==> src/rtl/yrv_uart_pkg.sv <==
// Shared types for the yrv UART receiver.
// States, byte type and default divisor.
package yrv_uart_pkg;

  localparam int DEF_BAUD_DIV = 868;

  typedef logic [7:0] byte_t;

  typedef enum logic [2:0] {
    IDLE,
    START,
    DATA,
    PARITY,
    STOP,
    BREAK
  } state_t;

endpackage

==> src/rtl/yrv_uart_fifo.sv <==
// Synchronous show-ahead FIFO for received bytes.
// Head is presented combinationally on rdata.
module yrv_uart_fifo
  import yrv_uart_pkg::*;
#(
  parameter int DEPTH = 8
) (
  input  logic                     clk,
  input  logic                     reset,
  input  logic                     push,
  input  logic [7:0]               wdata,
  input  logic                     pop,
  output logic [7:0]               rdata,
  output logic                     full,
  output logic                     empty,
  output logic [$clog2(DEPTH):0]   count
);

  localparam int AW = $clog2(DEPTH);

  byte_t          mem_q [DEPTH];
  byte_t          mem_d [DEPTH];
  logic [AW-1:0]  wr_q, wr_d;
  logic [AW-1:0]  rd_q, rd_d;
  logic [AW:0]    cnt_q, cnt_d;
  logic           do_push;
  logic           do_pop;

  assign full  = (cnt_q == (AW+1)'(DEPTH));
  assign empty = (cnt_q == '0);
  assign count = cnt_q;
  assign rdata = empty ? 8'h00 : mem_q[rd_q];

  // A full FIFO still accepts a push when the head leaves the same cycle.
  assign do_pop  = pop & ~empty;
  assign do_push = push & (~full | do_pop);

  always_comb begin
    mem_d = mem_q;
    wr_d  = wr_q;
    rd_d  = rd_q;
    cnt_d = cnt_q;
    if (do_push) begin
      mem_d[wr_q] = wdata;
      wr_d        = wr_q + AW'(1);
    end
    if (do_pop) begin
      rd_d = rd_q + AW'(1);
    end
    unique case ({do_push, do_pop})
      2'b10:   cnt_d = cnt_q + (AW+1)'(1);
      2'b01:   cnt_d = cnt_q - (AW+1)'(1);
      default: cnt_d = cnt_q;
    endcase
  end

  always_ff @(posedge clk or posedge reset) begin
    if (reset) begin
      for (int i = 0; i < DEPTH; i++) mem_q[i] <= '0;
      wr_q  <= '0;
      rd_q  <= '0;
      cnt_q <= '0;
    end else begin
      mem_q <= mem_d;
      wr_q  <= wr_d;
      rd_q  <= rd_d;
      cnt_q <= cnt_d;
    end
  end

endmodule

==> src/rtl/yrv_uart_rx.sv <==
// 8N1 serial receiver with mid-bit sampling and show-ahead FIFO.
// Define YRV_UART_RX_PARITY_EN for 8E1 frames with parity checking.
module yrv_uart_rx
  import yrv_uart_pkg::*;
#(
  parameter int BAUD_DIV   = DEF_BAUD_DIV,
  parameter int FIFO_DEPTH = 8
) (
  input  logic                          clk,
  input  logic                          reset,
  input  logic                          rxd,
  input  logic                          rd_en,
  output logic [7:0]                    rd_data,
  output logic                          rd_valid,
  output logic [$clog2(FIFO_DEPTH):0]   fifo_count,
  output logic                          busy,
  output logic                          frame_err,
  output logic                          overrun,
  output logic                          parity_err
);

  localparam logic [15:0] FULL_LD = 16'(BAUD_DIV - 1);
  localparam logic [15:0] HALF_LD = 16'(BAUD_DIV / 2 - 1);

  logic         sync1_q, sync2_q;
  logic         rxd_s;
  state_t       state_q, state_d;
  logic [15:0]  cnt_q, cnt_d;
  logic [2:0]   idx_q, idx_d;
  byte_t        data_q, data_d;
  logic         expire;
  logic         push;
  logic         full;
  logic         empty;
`ifdef YRV_UART_RX_PARITY_EN
  logic         par_q, par_d;
`endif

  assign rxd_s  = sync2_q;
  assign expire = (cnt_q == '0);
  assign busy   = (state_q != IDLE);

  always_comb begin
    state_d    = state_q;
    cnt_d      = cnt_q;
    idx_d      = idx_q;
    data_d     = data_q;
    push       = 1'b0;
    frame_err  = 1'b0;
    parity_err = 1'b0;
`ifdef YRV_UART_RX_PARITY_EN
    par_d      = par_q;
`endif
    if (state_q != IDLE && state_q != BREAK && !expire) begin
      cnt_d = cnt_q - 16'd1;
    end
    unique case (state_q)
      IDLE: begin
        if (!rxd_s) begin
          cnt_d   = HALF_LD;
          state_d = START;
        end
      end
      START: begin
        if (expire) begin
          if (rxd_s) begin
            state_d = IDLE;
          end else begin
            cnt_d   = FULL_LD;
            idx_d   = 3'd0;
            state_d = DATA;
          end
        end
      end
      DATA: begin
        if (expire) begin
          data_d[idx_q] = rxd_s;
          cnt_d         = FULL_LD;
          idx_d         = idx_q + 3'd1;
          if (idx_q == 3'd7) begin
`ifdef YRV_UART_RX_PARITY_EN
            state_d = PARITY;
`else
            state_d = STOP;
`endif
          end
        end
      end
`ifdef YRV_UART_RX_PARITY_EN
      PARITY: begin
        if (expire) begin
          par_d   = rxd_s;
          cnt_d   = FULL_LD;
          state_d = STOP;
        end
      end
`endif
      STOP: begin
        if (expire) begin
`ifdef YRV_UART_RX_PARITY_EN
          parity_err = par_q ^ (^data_q);
`endif
          // A bad stop bit means the line may still be low: wait it out.
          if (rxd_s) begin
            push    = ~parity_err;
            state_d = IDLE;
          end else begin
            frame_err = 1'b1;
            state_d   = BREAK;
          end
        end
      end
      BREAK: begin
        if (rxd_s) state_d = IDLE;
      end
      default: state_d = IDLE;
    endcase
  end

  assign overrun  = push & full & ~rd_en;
  assign rd_valid = ~empty;

  always_ff @(posedge clk or posedge reset) begin
    if (reset) begin
      sync1_q <= 1'b1;
      sync2_q <= 1'b1;
      state_q <= IDLE;
      cnt_q   <= '0;
      idx_q   <= '0;
      data_q  <= '0;
`ifdef YRV_UART_RX_PARITY_EN
      par_q   <= 1'b0;
`endif
    end else begin
      sync1_q <= rxd;
      sync2_q <= sync1_q;
      state_q <= state_d;
      cnt_q   <= cnt_d;
      idx_q   <= idx_d;
      data_q  <= data_d;
`ifdef YRV_UART_RX_PARITY_EN
      par_q   <= par_d;
`endif
    end
  end

  yrv_uart_fifo #(
    .DEPTH (FIFO_DEPTH)
  ) u_fifo (
    .clk   (clk),
    .reset (reset),
    .push  (push),
    .wdata (data_q),
    .pop   (rd_en),
    .rdata (rd_data),
    .full  (full),
    .empty (empty),
    .count (fifo_count)
  );

endmodule

==> config.mk <==
export PLATFORM = sky130hd
export DESIGN_NAME = yrv_uart_rx
export DESIGN_NICKNAME = d
export VERILOG_FILES = /design/src/rtl/yrv_uart_pkg.sv /design/src/rtl/yrv_uart_fifo.sv /design/src/rtl/yrv_uart_rx.sv
export SDC_FILE = /design/constraint.sdc
export NUM_CORES = 1
export LEC_CHECK = 0
export BUFFER_PORTS_ARGS = -buffer_cell sky130_fd_sc_hd__buf_4
export CAP_MARGIN = 15
export CORE_ASPECT_RATIO = 2
export CORE_MARGIN = 4
export CORE_UTILIZATION = 45
export CTS_BUF_LIST = sky130_fd_sc_hd__clkbuf_2 sky130_fd_sc_hd__clkbuf_4 sky130_fd_sc_hd__clkbuf_8
export DETAILED_ROUTE_END_ITERATION = 10
export RECOVER_POWER = 100
export SLEW_MARGIN = 40
export SYNTH_ARGS = -nofsm -noshare
export SYNTH_HDL_FRONTEND = slang
export SYNTH_SLANG_ARGS = --single-unit
==> constraint.sdc <==
create_clock -name clk -period 4.6 [get_ports clk]
set_clock_uncertainty 0.15 [all_clocks]
set_input_delay 0.92 -clock clk [delete_from_list [all_inputs] [get_ports clk]]
set_output_delay 0.92 -clock clk [all_outputs]
set_load 0.1 [all_outputs]
# ---- Word-level counts from Yosys, hierarchy flattened
# Cells that the tools add are included.
dict set report word_totals {
  regBits 106
  latchBits 0
  ram_bits 0
  rom_bits 0
  input_bits 4
  memories 0
}
dict set report op_classes {
  addsub 6
  mul 0
  n_div 0
  n_lt_le_gt_ge 5
  eq_ne 16
  shifts 0
  n_mux 36
  bitwise_logic 10
  reduce_logical 14
}
# op n
set ops {}
lappend ops {{2-to-1 mux 16 bit} 5}
lappend ops {{bitwise mux 64 bit} 1}
lappend ops {{one-hot mux 16 bit (3 select lines)} 1}
lappend ops {{2-to-1 mux 8 bit} 4}
lappend ops {{2-to-1 mux 3 bit} 10}
lappend ops {{binary-select mux 8 bit (select 3 bit)} 1}
lappend ops {{demux 8 bit (select 3 bit)} 1}
lappend ops {{logical NOT 16 bit} 1}
lappend ops {{subtractor 16 x 1 -> 16 bit, second input constant} 1}
lappend ops {{one-hot mux 3 bit (5 select lines)} 1}
lappend ops {{inequality test 2 bit, second input constant} 7}
lappend ops {{adder 3 x 1 -> 3 bit, second input constant} 3}
lappend ops {{equality test 3 bit, second input constant} 3}
lappend ops {{bitwise mux 8 bit} 1}
lappend ops {{>= comparator 4 bit, second input constant} 2}
lappend ops {{inverter 3 -> 4 bit} 2}
lappend ops {{one-hot mux 4 bit (2 select lines)} 1}
lappend ops {{2-to-1 mux 1 bit} 7}
lappend ops {{one-hot mux 3 bit (2 select lines)} 1}
lappend ops {{AND reduction 6 bit} 1}
lappend ops {{adder 4 x 1 -> 4 bit, second input constant} 1}
lappend ops {{AND 1 bit} 4}
lappend ops {{equality test 4 bit, second input constant} 1}
lappend ops {{logical AND 1 bit} 4}
lappend ops {{20 further kinds} 23}

# ---- Depth between registers and ports, before layout
dict set report logic_depth {
  word_depth 7
  depth_mapped 13
  ltp_nobuf 13
}

# ---- Hierarchy
# A second synthesis with hierarchy kept.
dict set report hier_totals {
  hier_cells 433
  hier_area_um2 5471.5
}
# module instances cells_per_inst area_each_um2
set by_module_without_submodules {}
lappend by_module_without_submodules {yrv_uart_fifo 1 256 3669.8}
lappend by_module_without_submodules {yrv_uart_rx 1 177 1801.7}

# ---- Least setup slack after synthesis
# OpenSTA, ideal clock, no wires.
dict set report synth_timing {
  path_type {reg2out}
  from {reg u_fifo.cnt_q[3] (netlist: u_fifo.count[3])}
  to {out overrun}
  arrival_ps 3658
  setup_slack_ps -128
  path_stages_with_launch 5
  n_path_buf 0
  path_cell_list {dfrtp_1 -> nand2b_1 -> nor4_1 -> inv_1 -> nor3_1}
}
dict set report synth_between {
  elab_chain_len 3
}
# element line
set synth_lines {}
lappend synth_lines {{start, declared} yrv_uart_fifo.sv:25} ;# logic [AW:0] cnt_q, cnt_d;
lappend synth_lines {{start signal, assigned} yrv_uart_fifo.sv:67} ;# cnt_q <= cnt_d;
lappend synth_lines {{equality test 4 bit} yrv_uart_fifo.sv:29} ;# assign full = (cnt_q == (AW+1)'(DEPTH));
lappend synth_lines {{AND 1 bit (2 in a row)} yrv_uart_rx.sv:120} ;# assign overrun = push & full & ~rd_en;
lappend synth_lines {{end, declared} yrv_uart_rx.sv:18} ;# output logic overrun,
# No other way between the ends.

# ---- Final worst setup path
dict set report layout_timing {
  from {reg u_fifo.rd_q[0]}
  to {out rd_data[0]}
}
dict set report layout_between {
  elab_chain_len 5
}
# element line
set layout_lines {}
lappend layout_lines {{start, declared} yrv_uart_fifo.sv:24} ;# logic [AW-1:0] rd_q, rd_d;
lappend layout_lines {{start signal, assigned} yrv_uart_fifo.sv:66} ;# rd_q <= rd_d;
lappend layout_lines {{inverter 3 -> 4 bit (implied by the code)} yrv_uart_fifo.sv:32} ;# assign rdata = empty ? 8'h00 : mem_q[rd_q];
lappend layout_lines {{binary-select mux 8 bit (select 3 bit)} yrv_uart_fifo.sv:32}
lappend layout_lines {{2-to-1 mux 8 bit (implied by the code) (2 in a row)} yrv_uart_fifo.sv:32}
lappend layout_lines {{2-to-1 mux 8 bit} yrv_uart_fifo.sv:32}
lappend layout_lines {{end, declared} yrv_uart_rx.sv:13} ;# output logic [7:0] rd_data,
# No other way between the ends. The select of a mux whose other input is x is not followed.

==> metrics <==
syn nets=421; first-pass GRT wire length=~19 mm; maximum clock path buffer count=2; Int Pwr=0.00133 W; Worst Hold Class=reg2reg; main flop type after synthesis=dfrtp_1; Rows=55; status=finished with violations; Clk pwr share=a little over a quarter; die area=between 10000 and 15000 um^2; HPWL Detailed=8.03 mm; crit path DAT=roughly 2.9 ns; Worst setup SP type=register; Clock H-tree levels=3; peak supply drop=0.000332 V; total clock sinks=roughly 110; initial core utilization=~46%; worst-skew pair later-pin latency=0.37 ns; DRT Pass-1 Iters=4; Post-Route WL=11.0 mm; Wirelength per Cell=approximately 19 um; pwr dens=368 nW/um^2; EDFF count, synth=0; Final Instance Count excl. Fillers=between 500 and 600; leakage dissipation=2.59 nW; count of pins over their slew limit=61; worst-path fanout max=16; Worst setup EP type=output pin; Die Ht=approximately 160 um; CTS resizes=0; CTS root buf=clkbuf_8; largest net degree at the start of global routing=61; vias in the first global route=3522; Core Footprint=between 10000 and 15000 um^2; register area share after synthesis=50.6%; via count=approximately 3.3k; Top Ports=21; CTS Hold Buffers Added=0; Filler Cell Count=1039; pre-CTS WS=0.809 ns; Distinct cells, synth=53; NetSw=roughly 0.00074 W; Avg Cell Area, Syn=between 10 and 15 um^2; Post-Synthesis Cells=407; Ys Warns=0; FF+latch area=roughly 2700 um^2; crit share post-route=a little under nine tenths; number of port buffers=19; Area Growth Syn to Fin=7.29%; initial antenna violation count=0; DP Cell Count=about 560; Setup Viol. Count Final=0; min setup slack post-route=~0.64 ns; Logic pwr share=approximately 20%; Post-CTS Setup Bufs=0; GPL Wtd Cong=a little under 0.8; ys async rst share=100%; grt total ovfl=0; Max Freq=0.253 GHz; DR iter-0 viols=125; Routed Antenna Nets=0; Die W=~84 um; Hold Vio Cnt, Final=0; RSZ-0062 raised after global routing=no; DR vias/cell=5.76; Clk pin slew, worst setup/hold paths=about 0.11 ns; fin crit period=between 3 and 4 ns; fin nets=approximately 440; share of cells above drive strength 1=between 30% and 40%; gr usage total=between 10% and 20%; CTS tree=built; Critical Path RT=~3.5 ns; Seq cells post-synth=roughly 110; DRC Markers=0; diode count=0; most common cell after layout, fill and taps aside=dfrtp_1; commonest cells after routing, fill and taps aside=dfrtp_1, mux2_2, nor2_1; slew margin rel.=-79.4%; Post-Route Setup TNS=0 ns; Crit Path Class=reg2out; Post-Syn Area=5250 um^2; WHS=between 0.2 and 0.25 ns; number of max-cap violations=1; worst slew pin tran=around 2.7 ns; multi-input logic area=approximately 2400 um^2; failing checks=max-capacitance violations, max-slew violations; sequential share of power=approximately 53%; switch share=a little over a third; CTS Buf Count=9
==> final cells by class <==
type / count / area share (%)
Timing Repair Buffer: 25 / 2.22
Clock inverter: 7 / 1.09
Inverter: 12 / 0.822
Sequential cell: 106 / 47.2
Tap cell: 142 / 3.15
Multi-Input combinational cell: 270 / 43.3
Clock buffer: 9 / 2.20
==> registers in the layout (all words and copies together) (netlist names) <==
name and count:
sync1_q 1, u_fifo.rd_q 3, cnt_q 16, idx_q 3, u_fifo.wr_q 3, data_q 8, rxd_s 1, state_q 3
u_fifo.count 4, u_fifo.mem_q 64
==> worst paths after layout <==
path	from	endpoint	slack, ns	cells after the start
worst min register to register	sync1_q	rxd_s	0.21	0
worst max register to register	cnt_q[0]	u_fifo.mem_q[44]	0.67	8
min in group asynchronous	reset	u_fifo.mem_q[8]	1.14	2
max in group asynchronous	reset	u_fifo.mem_q[20]	1.04	3
worst min-delay path	sync1_q	rxd_s	0.21	0
worst max-delay path	u_fifo.rd_q[0]	rd_data[0]	0.64	5
==> cells by family after synthesis <==
logic type                 share of synthesized area (%)
adders and majority gates                           2.53
other                                             0.0714
DFF                                                 50.6
muxes                                               24.9
and+or+nand+nor                                     12.1
AOI/OAI and AO/OA                                   4.22
buffers and inverters                               2.29
xor gates and xnor gates                            3.34
==> cells in the mapped netlist, types with 10 or more instances <==
master / n / share of area (%)
clkbuf_1: 13 / 0.93
dfrtp_1: 104 / 50
inv_1: 11 / 0.79
mux2_2: 74 / 16
mux2i_1: 10 / 1.9
mux4_2: 16 / 6.9
nand2_1: 13 / 0.93
nor2_1: 28 / 2.0
nor3_1: 13 / 1.2
o21ai_0: 10 / 0.95
xnor2_1: 16 / 2.7
==> power by group through the flow <==
stage / Clock (W) / Sequential, W / Combinational (W)
after floorplan: 0 / 0.00114 / 0.000294
after global placement: 0 / 0.00113 / 0.000444
after detailed placement: 0 / 0.00113 / 0.000455
after CTS: 0.000572 / 0.00111 / 0.000456
after global routing: 0.000602 / 0.00112 / 0.000454
final: 0.000549 / 0.00110 / 0.000428
==> worst max-delay path: stages, from the launching register on <==
cell and delay [ns]:
dfrtp_1 1.00, buf_4 0.25, mux4_2 0.19, mux2i_1 0.07, nor2_1 0.13, clkbuf_1 0.88
==> per-stage QoR <==
stage	total power, W	area, um^2	utilization, %
6_report	0.00208	5630	49.6
5_1_grt	0.00217	5630	49.6
3_3_place_gp	0.00157	5550	48.9
2_1_floorplan	0.00144	5250	-
4_1_cts	0.00214	5740	50.6
3_5_place_dp	0.00158	5560	48.9
==> per-layer routing <==
metal / vias up / wire (um) / share of wire (%) / GRT usage, %
met5: - / 0 / 0 / 0
met4: 0 / 176 / 1.6 / 6.41
met3: 12 / 181 / 1.6 / 2.36
met2: 38 / 6460 / 59 / 33.6
met1: 1706 / 4220 / 38 / 19.0
li1: 1533 / - / - / -
Note: power is estimated with default switching activity, not from simulation.
